<file path="config.mk">
export PLATFORM = sky130hd
export DESIGN_NAME = imem_arbiter_flat
export DESIGN_NICKNAME = d
export VERILOG_FILES = /design/src/rtl/imem_arbiter_if.sv /design/src/rtl/imem_arbiter.sv /design/src/flat_wrapper.sv
export SDC_FILE = /design/constraint.sdc
export NUM_CORES = 1
export LEC_CHECK = 0
export CAP_MARGIN = 20
export CORE_MARGIN = 2
export CORE_UTILIZATION = 33
export CTS_CLUSTER_DIAMETER = 80
export DETAILED_ROUTE_END_ITERATION = 7
export GPL_TIMING_DRIVEN = 0
export PLACE_DENSITY = 0.81
export SYNTH_ARGS = -nofsm -noshare
export SYNTH_HDL_FRONTEND = slang
export SYNTH_SLANG_ARGS = --single-unit
</file>
<file path="constraint.sdc">
create_clock -name clk -period 2.1 [get_ports clk]
set_clock_uncertainty 0.2 [all_clocks]
set_input_delay 0.42 -clock clk [delete_from_list [all_inputs] [get_ports clk]]
set_output_delay 0.42 -clock clk [all_outputs]
set_load 0.1 [all_outputs]
</file>
<file path="src/rtl/imem_arbiter_if.sv">
// Bus bundle between the instruction-memory arbiter, the fetch stage,
// the boot/debug loader and the 32x32 instruction memory.
//
// Handshake: a fetch is taken on a rising edge where f_req=1 and f_stall=0;
// its word appears on f_data with f_valid=1 after that edge. A loader beat
// is taken on a rising edge where ld_valid=1 and ld_ready=1; ld_last is
// only meaningful on such a beat. ld_req must stay high for the whole
// session; dropping it while ld_ready=1 ends the session.
interface imem_arbiter_if #(
    parameter int ADDR_W = 5,
    parameter int DATA_W = 32
);
    logic              f_req;
    logic [ADDR_W-1:0] f_addr;
    logic              f_stall;
    logic              f_valid;
    logic [DATA_W-1:0] f_data;
    logic              ld_req;
    logic              ld_valid;
    logic              ld_last;
    logic [ADDR_W-1:0] ld_addr;
    logic [DATA_W-1:0] ld_data;
    logic              ld_ready;
    logic [ADDR_W:0]   ld_count;
    logic              ld_done;
    logic [ADDR_W-1:0] mem_addr;
    logic              mem_we;
    logic [DATA_W-1:0] mem_wdata;
    logic [DATA_W-1:0] mem_rdata;

    // Arbiter side: owns the memory pins and the fetch/loader responses.
    modport master (
        input  f_req, f_addr, ld_req, ld_valid, ld_last, ld_addr, ld_data, mem_rdata,
        output f_stall, f_valid, f_data, ld_ready, ld_count, ld_done,
        mem_addr, mem_we, mem_wdata
    );

    // Environment side: fetch stage, loader and the memory itself.
    modport slave (
        output f_req, f_addr, ld_req, ld_valid, ld_last, ld_addr, ld_data, mem_rdata,
        input  f_stall, f_valid, f_data, ld_ready, ld_count, ld_done,
        mem_addr, mem_we, mem_wdata
    );
endinterface

</file>
<file path="src/rtl/imem_arbiter.sv">
// Instruction-memory sequencer: fetch owns the port by default, a loader
// session takes it through a one-cycle guard, writes words, and hands it
// back through a one-cycle release. Fetched words are registered.
module imem_arbiter #(
    parameter int ADDR_W   = 5,
    parameter int DATA_W   = 32,
    parameter int AUTO_INC = 0
) (
    input  logic        clk,
    input  logic        reset,
    imem_arbiter_if.master bus,
    output logic [1:0]  dbg_state
);
    typedef enum logic [1:0] {
        S_FETCH   = 2'd0,
        S_GUARD   = 2'd1,
        S_LOAD    = 2'd2,
        S_RELEASE = 2'd3
    } state_t;

    state_t            state;
    logic [ADDR_W-1:0] ptr;
    logic [ADDR_W:0]   count;
    logic              fv_q;
    logic [DATA_W-1:0] fd_q;
    logic              beat;
    logic              fetch_ok;

    // Handshake qualifiers decoded from state so reset silences them at once.
    always_comb begin
        beat     = (state == S_LOAD) && bus.ld_valid;
        fetch_ok = (state == S_FETCH) && bus.f_req && !bus.ld_req;
    end

    // Memory pins and handshake responses, all decoded from state.
    always_comb begin
        bus.mem_we    = beat;
        bus.mem_wdata = bus.ld_data;
        bus.mem_addr  = bus.f_addr;
        if (beat)
            bus.mem_addr = (AUTO_INC != 0) ? ptr : bus.ld_addr;
        bus.f_stall   = (state != S_FETCH) || bus.ld_req;
        bus.ld_ready  = (state == S_LOAD);
        bus.ld_done   = (state == S_RELEASE);
        bus.ld_count  = count;
        bus.f_valid   = fv_q;
        bus.f_data    = fd_q;
        dbg_state     = state;
    end

    // Ownership sequencing, loader bookkeeping and the fetch data register.
    always_ff @(posedge clk or posedge reset) begin
        if (reset) begin
            state <= S_FETCH;
            ptr   <= '0;
            count <= '0;
            fv_q  <= 1'b0;
            fd_q  <= '0;
        end else begin
            fv_q <= fetch_ok;
            if (fetch_ok)
                fd_q <= bus.mem_rdata;
            case (state)
                S_FETCH: begin
                    if (bus.ld_req)
                        state <= S_GUARD;
                end
                S_GUARD: begin
                    count <= '0;
                    ptr   <= '0;
                    state <= S_LOAD;
                end
                S_LOAD: begin
                    if (beat) begin
                        // count saturates at 2^ADDR_W, the MSB alone marks it
                        if (!count[ADDR_W])
                            count <= count + 1'b1;
                        ptr <= ptr + 1'b1;
                    end
                    // a beat still lands when ld_req drops with ld_valid high
                    if ((beat && bus.ld_last) || !bus.ld_req)
                        state <= S_RELEASE;
                end
                S_RELEASE: state <= S_FETCH;
                default:   state <= S_FETCH;
            endcase
        end
    end
endmodule

</file>
<file path="src/flat_wrapper.sv">
// flat-port wrapper written by rule: the top's interface ports become plain ports
module imem_arbiter_flat 
#(
    parameter int ADDR_W   = 5,
    parameter int DATA_W   = 32,
    parameter int AUTO_INC = 0
)
  (clk, reset, dbg_state, bus_f_req, bus_f_addr, bus_ld_req, bus_ld_valid, bus_ld_last, bus_ld_addr, bus_ld_data, bus_mem_rdata, bus_f_stall, bus_f_valid, bus_f_data, bus_ld_ready, bus_ld_count, bus_ld_done, bus_mem_addr, bus_mem_we, bus_mem_wdata);
  imem_arbiter_if #(.ADDR_W(ADDR_W), .DATA_W(DATA_W)) bus_i ();
  input  logic clk;
  input  logic reset;
  output logic [1:0] dbg_state;
  input wire logic [$bits(bus_i.f_req)-1:0] bus_f_req;
  input wire logic [$bits(bus_i.f_addr)-1:0] bus_f_addr;
  input wire logic [$bits(bus_i.ld_req)-1:0] bus_ld_req;
  input wire logic [$bits(bus_i.ld_valid)-1:0] bus_ld_valid;
  input wire logic [$bits(bus_i.ld_last)-1:0] bus_ld_last;
  input wire logic [$bits(bus_i.ld_addr)-1:0] bus_ld_addr;
  input wire logic [$bits(bus_i.ld_data)-1:0] bus_ld_data;
  input wire logic [$bits(bus_i.mem_rdata)-1:0] bus_mem_rdata;
  output wire logic [$bits(bus_i.f_stall)-1:0] bus_f_stall;
  output wire logic [$bits(bus_i.f_valid)-1:0] bus_f_valid;
  output wire logic [$bits(bus_i.f_data)-1:0] bus_f_data;
  output wire logic [$bits(bus_i.ld_ready)-1:0] bus_ld_ready;
  output wire logic [$bits(bus_i.ld_count)-1:0] bus_ld_count;
  output wire logic [$bits(bus_i.ld_done)-1:0] bus_ld_done;
  output wire logic [$bits(bus_i.mem_addr)-1:0] bus_mem_addr;
  output wire logic [$bits(bus_i.mem_we)-1:0] bus_mem_we;
  output wire logic [$bits(bus_i.mem_wdata)-1:0] bus_mem_wdata;
  assign bus_i.f_req = bus_f_req;
  assign bus_i.f_addr = bus_f_addr;
  assign bus_i.ld_req = bus_ld_req;
  assign bus_i.ld_valid = bus_ld_valid;
  assign bus_i.ld_last = bus_ld_last;
  assign bus_i.ld_addr = bus_ld_addr;
  assign bus_i.ld_data = bus_ld_data;
  assign bus_i.mem_rdata = bus_mem_rdata;
  assign bus_f_stall = bus_i.f_stall;
  assign bus_f_valid = bus_i.f_valid;
  assign bus_f_data = bus_i.f_data;
  assign bus_ld_ready = bus_i.ld_ready;
  assign bus_ld_count = bus_i.ld_count;
  assign bus_ld_done = bus_i.ld_done;
  assign bus_mem_addr = bus_i.mem_addr;
  assign bus_mem_we = bus_i.mem_we;
  assign bus_mem_wdata = bus_i.mem_wdata;
  imem_arbiter #(.ADDR_W(ADDR_W), .DATA_W(DATA_W), .AUTO_INC(AUTO_INC)) u_core (.clk(clk), .reset(reset), .bus(bus_i), .dbg_state(dbg_state));
endmodule
</file>
=== Word-level counts from Yosys, hierarchy flattened ===
Cells that the tools add are included.

* Bits in registers: 41
* Bits of input ports: 80
* Output and inout port bits: 82
* Word-level logic and storage cells: 33

* Add/subtract/negate cells: 1
* Equal/unequal tests: 7
* Mux-type cells: 7
* Reductions and logical operators: 13

{| class="wikitable"
|+ Operator list
! kind !! count
|-
| $mux 6 || 2
|-
| $pmux 6 s2 || 1
|-
| $pmux 2 s4 || 1
|-
| $add 6x1->6 const B || 1
|-
| $mux 5 || 1
|-
| $eq 2x2->1 const B || 2
|-
| $logic_and 1x1->1 || 4
|-
| $mux 2 || 2
|-
| $ne 2x1->1 const B || 2
|-
| $ne 2x2->1 const B || 2
|-
| $reduce_and 2->1 || 2
|-
| $reduce_bool 2->1 || 2
|-
| $reduce_and 3->1 || 1
|-
| $eq 2x1->1 const B || 1
|-
| $logic_not 2->1 || 1
|-
| $logic_or 1x1->1 || 2
|-
| $logic_not 1->1 || 1
|}

=== Depth between registers and ports, before layout ===
* Depth in word-level cells: 6
* Mapped depth: 6
* Mapped depth without buffers: 5

=== Least setup slack after synthesis ===
OpenSTA, ideal clock, no wires.

* Kind: register -> output
* Start point: register u_core.state[1], in the netlist u_core.dbg_state[1]
* End point: output bus_mem_we
* Arrival time: 2.996 ns
* Data required time: 1.480 ns
* Setup slack: -1.516 ns
* Cell stages (with the launch flop): 5
* Path buffers: 1
* Cell sequence: dfrtp_1 > ha_1 > buf_2 > nand2_1 > inv_1

* Cells in the longest elaborated chain, start to end: 2

{| class="wikitable"
|+ Ends and longest elaborated chain
! what !! RTL line !! source
|-
| start, declared || imem_arbiter.sv:21 || <nowiki>state_t state;</nowiki>
|-
| start signal, assigned || imem_arbiter.sv:54 || <nowiki>state <= S_FETCH;</nowiki>
|-
| start signal, assigned || imem_arbiter.sv:66 || <nowiki>state <= S_GUARD;</nowiki>
|-
| start signal, assigned || imem_arbiter.sv:71 || <nowiki>state <= S_LOAD;</nowiki>
|-
| $eq 2x2->1 || -- ||
|-
| named net bus_ld_ready || flat_wrapper.sv:24 || <nowiki>output wire logic [$bits(bus_i.ld_ready)-1:0] bus_ld_ready;</nowiki>
|-
| $logic_and 1x1->1 || imem_arbiter.sv:31 || <nowiki>beat = (state == S_LOAD) && bus.ld_valid;</nowiki>
|-
| end, declared || flat_wrapper.sv:28 || <nowiki>output wire logic [$bits(bus_i.mem_we)-1:0] bus_mem_we;</nowiki>
|}

The timed path passes the listed nets, and every way through them passes these cells.

=== Final worst setup path ===
* Start point: register u_core.state[0], in the netlist u_core.dbg_state[0]
* End point: output bus_mem_addr[2]

* Cells in the longest elaborated chain, start to end: 3

{| class="wikitable"
|+ Ends and longest elaborated chain
! what !! RTL line !! source
|-
| $eq 2x2->1 || imem_arbiter.sv:31 ||
|-
| $logic_and 1x1->1 || imem_arbiter.sv:31 ||
|-
| $mux 5 || imem_arbiter.sv:40 || <nowiki>if (beat)</nowiki>
|-
| end, declared || flat_wrapper.sv:27 || <nowiki>output wire logic [$bits(bus_i.mem_addr)-1:0] bus_mem_addr;</nowiki>
|}

No other way between the ends.

==> run metrics <==
multiplexer share of the synthesized area 0.211; commonest cells after routing, fill and taps aside clkdlybuf4s50_1 (46), buf_4 (38), dfrtp_1 (37); failing checks setup timing; I/O Pins 162; Nets 387; Max Cap Violations 0; compound-cell area share of the yosys netlist 0.0420; Antenna Nets Post-Route 0; vias in the first global route roughly 1700; DR WL/cell 13.7 um; TritonCTS clock tree built; FMAX around 0.43 GHz; final hold vios 0; share of cells above drive strength 1 0.495; Worst slew margin 0.356; first-pass GRT wire length about 7900 um; adder-cell area share of the yosys netlist 0.0309; most common cell after layout, fill and taps aside clkdlybuf4s50_1; Via density about 4.6; Synthesized Nets 244; H-tree levels 2; worst hold path depth 1; Tmin final between 2 and 2.5 ns; Post-Route WL just over 5000 um; starting density of the core 0.342; die width slightly above 80 um; slowest CP cell dfrtp_4; antenna violations before repair 0; via count between 1500 and 2000; DRC viols 0; synth unique cells 24; CP Max Fanout 7; pin count of the biggest net entering global routing 42; Final Worst Setup Slack -0.209 ns; IO Port Bufs ~130; GRT Total Usage 0.152; beginning of the worst hold path u_core.bus.f_data[21]; DRT iter0 DRCs 33; Final GP Congestion approximately 0.8; arrival time at the worst endpoint about 1.7 ns; # rows 28; First-pass DRT Iterations 4; Final setup viols 8; Clock Pin Slew Worst Setup and Hold Paths around 0.08 ns; Mapped Area just over 0.002 mm2; hold slack ~0.31 ns; Max Slew Vio Count 0; R2R Setup Slk 0.13 ns; FF+latch count, synth about 40; CP Launch Type flop; worst r2r src u_core.dbg_state[0]; critical path cell sequence inv_4 > ha_4 > buf_8 > nand2_8 > mux2_4 > buf_12; Slew @ Worst Pin around 0.97 ns; crit path capture type primary output; post-synthesis cell count ~160; Syn Area/Cell approximately 13 um2; sequential area share after synthesis 0.507; RSZ-0062 raised after global routing true; Hold Path Class flop to flop; die area 0.00678 mm2; dpl hpwl ~3900 um; Post-Synth XOR/XNOR Area 0; Worst Path Class, Setup flop to primary output; Post-Place Worst Slack -1.05 ns; Required @ worst endpoint between 1 and 1.5 ns; die extent in y 82.3 um; yosys warns 0; slowest stage delay, CP roughly 0.51 ns; Num CTS Buffers 5; ANT cells 0; Post-CTS Hold Fix Bufs 0; largest family of logic cells by synthesized area multiplexers; Final period util 1.10; RR Endpoint u_core.bus.f_data[29]; clk_lat worst skew about 0.29 ns; GRT overflow 0; CTS max path bufs 2; simple-gate share of the synthesized area 0.0544; R2R cell count 8; P&R area growth vs syn 77.3%; status complete, but fails checks; hold endpoint u_core.bus.f_data[21]; Placeable Area ~0.0059 mm2; clock sink count 41; root buf cell clkbuf_8
-- final cells by class --
| class | count | area, um2 |
|---|---|---|
| timing repair buffer | 136 | 1290 |
| sequential | 41 | 1040 |
| clock buffer | 6 | 72.6 |
| buffer | 36 | 289 |
| tap | 75 | 93.8 |
| clock inverter | 2 | 10.0 |
| inverter | 9 | 43.8 |
| multi-input combinational | 73 | 751 |
| fill | 525 | 2330 |
-- per-stage QoR --
stage	setup TNS [ns]	instance area [um2]	util	std cells
floorplan	-1.65	2100	-	159
global placement	-28.29	3480	0.588	363
detailed placement	-12.45	3480	0.588	363
CTS	-1.31	3650	0.616	375
global route	-1.67	3590	0.606	378
finish	-1.31	3590	0.606	378
-- routing by layer --
metal  GRT usage  share of wire  wire, um
met1       0.173           0.35      1810
met2       0.261           0.51      2660
met3      0.0674           0.13       671
met4      0.0350         0.0069        36
met5           0              0         0
-- synthesized netlist by cell type, drive strengths merged --
master    n  share of area
dfrtp    41           0.51
mux2     38           0.21
buf      36           0.14
inv       9          0.017
nand2     7          0.014
ha        5          0.031
nand2b    3         0.0093
nand3     3         0.0074
a2bb2oi   2         0.0087
a31oi     2         0.0062
nand3b    2         0.0074
nor2b     2         0.0099
o211ai    2         0.0074
nor3      1         0.0025
o22a      1         0.0043
o22ai     1         0.0031
o311ai    1         0.0043
o31ai     1         0.0037
o41ai     1         0.0043
or4       1         0.0037
-- critical path: cells and delay by family (launching register included) --
kind / cells / cell delay [ns]
mux: 1 / 0.33
simple gates: 1 / 0.07
buf+inv: 3 / 0.36
flops: 1 / 0.51
fa+ha+maj: 1 / 0.14
-- worst max-delay path by stage --
stage	from	end
final	u_core.dbg_state[0]	bus_mem_addr[2]
after global placement	bus_ld_valid	bus_mem_addr[2]
after global routing	u_core.dbg_state[1]	bus_mem_addr[2]
after floorplan	u_core.dbg_state[0]	bus_mem_addr[0]
after CTS	u_core.dbg_state[1]	bus_mem_addr[0]
after detailed placement	bus_ld_valid	bus_mem_addr[3]
-- timing repair --
item                       CTS  global route
cloned                       0             0
gates resized for setup    205            27
setup endpoints to repair   82            58
pin swaps                    1             1
buffers inserted             4             3
-- registers in the layout, indices dropped and copies added, names as in the netlist --
| signal | flops |
|---|---|
| u_core.dbg_state | 2 |
| u_core.bus.f_valid | 1 |
| u_core.bus.ld_count | 6 |
| u_core.bus.f_data | 32 |
-- cell families (layout without fill, tap and decap cells) --
kind of cell | count (synthesis) | count (layout)
buf+inv | 45 | 189
fa+ha+maj | 5 | 5
simple gates | 19 | 19
mux | 38 | 38
flops | 41 | 41
compound gates | 11 | 11
Power is not shown: default switching activity piles up to over one toggle a cycle in this logic, so the estimate is an artifact.
